## src/rtl/mc_ctrl_pkg.sv

```systemverilog
// Shared types for the multicycle control FSM: state enum, opcodes, mux/ALUOp encodings
// and the per-state control word (Moore values only; the branch PC enable is resolved by the top).
package mc_ctrl_pkg;

    typedef enum logic [3:0] {
        S_FETCH, S_DECODE, S_MEMADR, S_MEMREAD, S_MEMWB, S_MEMWR,
        S_EXECR, S_EXECI, S_ALUWB, S_BEQ, S_JAL, S_TRAP
    } state_t;

    localparam logic [6:0] OP_LW    = 7'b0000011;
    localparam logic [6:0] OP_SW    = 7'b0100011;
    localparam logic [6:0] OP_RTYPE = 7'b0110011;
    localparam logic [6:0] OP_ADDI  = 7'b0010011;
    localparam logic [6:0] OP_BEQ   = 7'b1100011;
    localparam logic [6:0] OP_JAL   = 7'b1101111;

    localparam logic [1:0] RES_ALUOUT    = 2'b00;
    localparam logic [1:0] RES_DATA      = 2'b01;
    localparam logic [1:0] RES_ALURESULT = 2'b10;

    localparam logic [1:0] SRCA_PC    = 2'b00;
    localparam logic [1:0] SRCA_OLDPC = 2'b01;
    localparam logic [1:0] SRCA_REG   = 2'b10;

    localparam logic [1:0] SRCB_REG  = 2'b00;
    localparam logic [1:0] SRCB_IMM  = 2'b01;
    localparam logic [1:0] SRCB_FOUR = 2'b10;

    localparam logic [1:0] IMM_I = 2'b00;
    localparam logic [1:0] IMM_S = 2'b01;
    localparam logic [1:0] IMM_B = 2'b10;
    localparam logic [1:0] IMM_J = 2'b11;

    localparam logic [1:0] ALUOP_ADD   = 2'b00;
    localparam logic [1:0] ALUOP_SUB   = 2'b01;
    localparam logic [1:0] ALUOP_FUNCT = 2'b10;

    typedef struct packed {
        logic       pc_write;
        logic       adr_src;
        logic       mem_write;
        logic       ir_write;
        logic [1:0] result_src;
        logic [1:0] alu_src_a;
        logic [1:0] alu_src_b;
        logic       reg_write;
        logic [1:0] alu_op;
        logic       retire;
        logic       halt;
        logic       branch;
    } ctrl_t;

    function automatic ctrl_t state_ctrl(state_t s);
        ctrl_t c;
        c = '0;
        case (s)
            S_FETCH: begin
                c.ir_write   = 1'b1;
                c.alu_src_a  = SRCA_PC;
                c.alu_src_b  = SRCB_FOUR;
                c.result_src = RES_ALURESULT;
                c.alu_op     = ALUOP_ADD;
                c.pc_write   = 1'b1;
            end
            S_DECODE: begin
                c.alu_src_a = SRCA_OLDPC;
                c.alu_src_b = SRCB_IMM;
                c.alu_op    = ALUOP_ADD;
            end
            S_MEMADR, S_EXECI: begin
                c.alu_src_a = SRCA_REG;
                c.alu_src_b = SRCB_IMM;
                c.alu_op    = ALUOP_ADD;
            end
            S_MEMREAD: begin
                c.adr_src    = 1'b1;
                c.result_src = RES_ALUOUT;
            end
            S_MEMWB: begin
                c.result_src = RES_DATA;
                c.reg_write  = 1'b1;
                c.retire     = 1'b1;
            end
            S_MEMWR: begin
                c.adr_src    = 1'b1;
                c.result_src = RES_ALUOUT;
                c.mem_write  = 1'b1;
                c.retire     = 1'b1;
            end
            S_EXECR: begin
                c.alu_src_a = SRCA_REG;
                c.alu_src_b = SRCB_REG;
                c.alu_op    = ALUOP_FUNCT;
            end
            S_ALUWB: begin
                c.result_src = RES_ALUOUT;
                c.reg_write  = 1'b1;
                c.retire     = 1'b1;
            end
            S_BEQ: begin
                c.alu_src_a  = SRCA_REG;
                c.alu_src_b  = SRCB_REG;
                c.alu_op     = ALUOP_SUB;
                c.result_src = RES_ALUOUT;
                c.retire     = 1'b1;
                c.branch     = 1'b1;
            end
            S_JAL: begin
                c.alu_src_a  = SRCA_OLDPC;
                c.alu_src_b  = SRCB_FOUR;
                c.alu_op     = ALUOP_ADD;
                c.result_src = RES_ALUOUT;
                c.pc_write   = 1'b1;
            end
            S_TRAP: c.halt = 1'b1;
            default: c = '0;
        endcase
        return c;
    endfunction

endpackage

```

## src/rtl/imm_src_decoder.sv

```systemverilog
// Combinational opcode -> immediate-format select; zero latency, no backpressure.
// Unknown opcodes fall back to the I-type format.
module imm_src_decoder
    import mc_ctrl_pkg::*;
(
    input  logic [6:0] op,
    output logic [1:0] imm_src
);

    always_comb begin
        imm_src = IMM_I;
        case (op)
            OP_LW, OP_ADDI: imm_src = IMM_I;
            OP_SW:          imm_src = IMM_S;
            OP_BEQ:         imm_src = IMM_B;
            OP_JAL:         imm_src = IMM_J;
            default:        imm_src = IMM_I;
        endcase
    end

endmodule

```

## src/rtl/multicycle_controller.sv

```systemverilog
// Multicycle RISC-V control FSM: outputs valid in the cycle of the state, no backpressure.
// Optional retired-instruction counter enabled by MC_INSTR_COUNT_EN.
module multicycle_controller
    import mc_ctrl_pkg::*;
(
    input  logic        clk,
    input  logic        rst,
    input  logic [6:0]  op,
    input  logic        zero,
    output logic        PCWrite,
    output logic        AdrSrc,
    output logic        MemWrite,
    output logic        IRWrite,
    output logic [1:0]  ResultSrc,
    output logic [1:0]  ALUSrcA,
    output logic [1:0]  ALUSrcB,
    output logic [1:0]  ImmSrc,
    output logic        RegWrite,
    output logic [1:0]  ALUOp,
    output logic        retire,
    output logic        halt
`ifdef MC_INSTR_COUNT_EN
    ,
    output logic [31:0] instr_count
`endif
);

    state_t     state;
    state_t     state_nxt;
    ctrl_t      ctrl_q;
    logic [1:0] imm_src;
    logic       run;

    function automatic state_t next_state(state_t s, logic [6:0] opc);
        state_t n;
        n = s;
        case (s)
            S_FETCH:  n = S_DECODE;
            S_DECODE: begin
                case (opc)
                    OP_LW, OP_SW: n = S_MEMADR;
                    OP_RTYPE:     n = S_EXECR;
                    OP_ADDI:      n = S_EXECI;
                    OP_BEQ:       n = S_BEQ;
                    OP_JAL:       n = S_JAL;
                    default:      n = S_TRAP;
                endcase
            end
            S_MEMADR:  n = (opc == OP_LW) ? S_MEMREAD : S_MEMWR;
            S_MEMREAD: n = S_MEMWB;
            S_EXECR, S_EXECI, S_JAL:         n = S_ALUWB;
            S_MEMWB, S_MEMWR, S_ALUWB, S_BEQ: n = S_FETCH;
            S_TRAP:    n = S_TRAP;
            default:   n = S_FETCH;
        endcase
        return n;
    endfunction

    assign state_nxt = next_state(state, op);

    // Control word is registered alongside the state so each output is a flop in its own state.
    always_ff @(posedge clk) begin
        if (rst) begin
            state  <= S_FETCH;
            ctrl_q <= state_ctrl(S_FETCH);
        end else begin
            state  <= state_nxt;
            ctrl_q <= state_ctrl(state_nxt);
        end
    end

    imm_src_decoder u_imm_src_decoder (
        .op      (op),
        .imm_src (imm_src)
    );

    // Reset masks every output immediately, even before the reset edge lands.
    assign run       = ~rst;
    assign PCWrite   = run & (ctrl_q.pc_write | (ctrl_q.branch & zero));
    assign AdrSrc    = run & ctrl_q.adr_src;
    assign MemWrite  = run & ctrl_q.mem_write;
    assign IRWrite   = run & ctrl_q.ir_write;
    assign ResultSrc = {2{run}} & ctrl_q.result_src;
    assign ALUSrcA   = {2{run}} & ctrl_q.alu_src_a;
    assign ALUSrcB   = {2{run}} & ctrl_q.alu_src_b;
    assign ImmSrc    = {2{run}} & imm_src;
    assign RegWrite  = run & ctrl_q.reg_write;
    assign ALUOp     = {2{run}} & ctrl_q.alu_op;
    assign retire    = run & ctrl_q.retire;
    assign halt      = run & ctrl_q.halt;

`ifdef MC_INSTR_COUNT_EN
    logic [31:0] count_q;

    always_ff @(posedge clk) begin
        if (rst) begin
            count_q <= '0;
        end else if (retire) begin
            count_q <= count_q + 32'd1;
        end
    end

    assign instr_count = run ? count_q : '0;
`endif

endmodule

```

## config.mk

```make
export PLATFORM = sky130hd
export DESIGN_NAME = multicycle_controller
export DESIGN_NICKNAME = d
export VERILOG_FILES = /design/src/rtl/mc_ctrl_pkg.sv /design/src/rtl/imm_src_decoder.sv /design/src/rtl/multicycle_controller.sv
export SDC_FILE = /design/constraint.sdc
export NUM_CORES = 1
export LEC_CHECK = 0
export ABC_AREA = 1
export CAP_MARGIN = 20
export CORE_ASPECT_RATIO = 0.9
export CORE_UTILIZATION = 45
export CTS_CLUSTER_DIAMETER = 80
export DETAILED_ROUTE_END_ITERATION = 7
export GPL_ROUTABILITY_DRIVEN = 0
export PLACE_DENSITY = 0.81
export REMOVE_ABC_BUFFERS = 1
export SETUP_SLACK_MARGIN = 0.5
export SYNTH_ARGS = -nofsm -noshare
export SYNTH_HDL_FRONTEND = slang
export SYNTH_HIERARCHICAL = 1
export SYNTH_SLANG_ARGS = --single-unit
export TNS_END_PERCENT = 30
```

## constraint.sdc

```tcl
create_clock -name clk -period 1.6 [get_ports clk]
set_clock_uncertainty 0.15 [all_clocks]
set_input_delay 0.16 -clock clk [delete_from_list [all_inputs] [get_ports clk]]
set_output_delay 0.16 -clock clk [all_outputs]
set_load 0.01 [all_outputs]
```

==> flow_metrics.tcl <==
set metrics [dict create \
    outcome "finished clean" \
    p_leak_nw 0.871 \
    seqPwrFrac 0.366 \
    grt_usage 0.255 \
    antenna_found_initial 0 \
    syn_avg_cell_area_um2 6.25 \
    grt_pass1_vias 1132 \
    final_cell_mix "28 x nand2_1, 27 x inv_1, 24 x nor2_1, 20 x buf_4, 19 x buf_2" \
    timing.rr.start "state[2]" \
    grt_pass1_wl_um 4970 \
    slew_violations 0 \
    finalSetupViolations 0 \
    synth_cells 172 \
    layout-drive-gt1-share 0.516 \
    clock_latency_ns 0.29 \
    layout.nets 233 \
    combPwrFrac 0.506 \
    min_from "rst" \
    grt_start_max_net_pins 11 \
    post-route-period-util 0.994 \
    synth_top_family_by_area "simple AND/OR/NAND/NOR gates" \
    synth_simple_gate_area_frac 0.430 \
    remaining_drc_errors 0 \
    synth_top_area_share 0.373 \
    cts_buffers 3 \
    clock_path_buffers 2 \
    die_x_um 53.5 \
    utilization 0.756 \
    crit_fanout 4 \
    synthMuxAreaShare 0 \
    wl_um 3360 \
    synth_fa_ha_area_frac 0 \
    wire_per_inst_um 13.5 \
    critPathRequiredTime_ns 1.69 \
    ant_nets 0 \
    path_class "reg -> reg" \
    final_common_cell "nand2_1" \
    ys_ff_latch 20 \
    cts_hold_buf 0 \
    coreArea_mm2 0.00222 \
    clock-sinks 20 \
    ys_types 19 \
    hpwl_um 1830 \
    synth_xor_area_frac 0 \
    fmax_ghz 0.629 \
    vias 1256 \
    seq_area_frac_synth 0.373 \
    netlist_area_mm2 0.00107 \
    die_area_mm2 0.00259 \
    rsz0062_at_grt "yes" \
    yosys_warnings 6 \
    cts-root-buf "clkbuf_4" \
    power.internal_mw 1.06 \
    fillers 140 \
    port_buffers 26 \
    htree_levels 1 \
    fin_crit_ns 1.59 \
    pwr-share-clk 0.128 \
    cts_tree "yes" \
    fp-row-count 16 \
    p_switching_mw 0.716 \
    worstHoldPathType "in -> reg" \
    top_level_ports 27 \
    critical_path_arrival_ns 1.68 \
    drt_iter0_markers 43 \
    viasPerCell 5.06 \
    critPathLaunch "state[2]" \
    synth_top_area_cell "dfxtp_1" \
    crit_path_start_kind "register" \
    start_util 0.484 \
    switching_share 0.403 \
    critPathCaptureType "register" \
    worst_pin_slew_ns 0.484 \
    maxCapViolCount 0 \
    ir_worst_vdd_mv 0.934 \
    hold_viol 0 \
    fin_tns_setup_ns 0 \
    die_y_um 48.4 \
    synth_area_leaders "dfxtp_1 37%, nand2_1 13%, inv_1 12%" \
    drt_pass1_iterations 5 \
    path_clk_slew_ns 0.10 \
    syn2layout_area_growth_pct 56.2 \
    p_per_area_mw_per_mm2 1060 \
    diodes 0 \
    slew_headroom 0.677 \
    grt_remaining_overflow 0 \
    synth_compound_area_frac 0.0466 \
]
power groups by stage:
stage | sequential (mW) | combinational (mW) | clock [mW]
floorplan | 0.630 | 0.369 | 0
global placement | 0.634 | 0.618 | 0
detailed placement | 0.638 | 0.646 | 0
CTS | 0.628 | 0.714 | 0.226
global route | 0.659 | 0.966 | 0.250
finish | 0.651 | 0.900 | 0.227
what timing repair did:
item	in CTS	in global routing
pin swaps	12	31
hold endpoints to repair	0	0
endpoints found under the setup margin	35	37
cloned	1	0
setup buffers	3	4
gates resized for setup	85	73
routing by layer:
layer / up-vias / part of all wire / global-route usage
met5: - / 0 / 0
met1: 559 / 0.38 / 0.293
met4: 0 / 0.047 / 0.0482
met2: 65 / 0.50 / 0.463
met3: 18 / 0.071 / 0.0629
li1: 614 / - / -
critical path: stages (launching register included):
cell     delay, ns
dfxtp_4       0.38
nor2_4        0.14
inv_4         0.07
nor2_4        0.14
nand3_2       0.11
nand3_4       0.15
nand4_1       0.14
buf_4         0.17
nor2_1        0.07
synthesized netlist by cell type:
library cell / n
a21oi_1: 5
a21oi_2: 1
clkbuf_1: 3
clkinv_2: 1
dfxtp_1: 20
inv_1: 34
inv_2: 5
nand2_1: 37
nand2_2: 3
nand3_1: 13
nand3_2: 1
nand3_4: 1
nand4_1: 2
nor2_1: 34
nor2_2: 2
nor2_4: 3
nor3_1: 5
o211ai_1: 1
o2bb2ai_1: 1
area by class of cell:
cell class                 instances  area [um^2]  share of cell area
multi-input combinational        109          684               0.408
sequential                        20          419               0.250
timing repair buffer              49          359               0.214
inverter                          40          160              0.0954
tap                               27         33.8              0.0201
clock buffer                       3         22.5              0.0134
kinds of logic (layout without fill, tap and decap cells):
kind of cell / Yosys count / after routing
and+or+nand+nor: 101 / 101
buffers and inverters: 43 / 92
DFF: 20 / 20
AOI/OAI and AO/OA: 8 / 8
final timing paths:
kind,end,cells after the start,slack [ns]
worst max-delay path,ctrl_q[4],8,0.01
worst min-delay path,state[0],3,0.18
worst max register to register,ctrl_q[4],8,0.01
worst min register to register,ctrl_q[14],2,0.45
flip-flops by register name, summed over array words and instances, names as in the netlist:
register  count
ctrl_q       16
state         4
metrics by stage:
step	setup slack (ns)	cell area (um^2)	power [mW]	hold slack [ns]	cells
floorplan	0.194	1060	0.999	0.0724	169
global placement	-0.331	1480	1.25	0.452	237
detailed placement	-0.394	1480	1.28	0.454	237
CTS	0.103	1590	1.57	0.371	244
global route	-0.0568	1680	1.87	0.178	248
finish	0.00990	1680	1.78	0.183	248
Note: power is estimated with default switching activity, not from simulation.
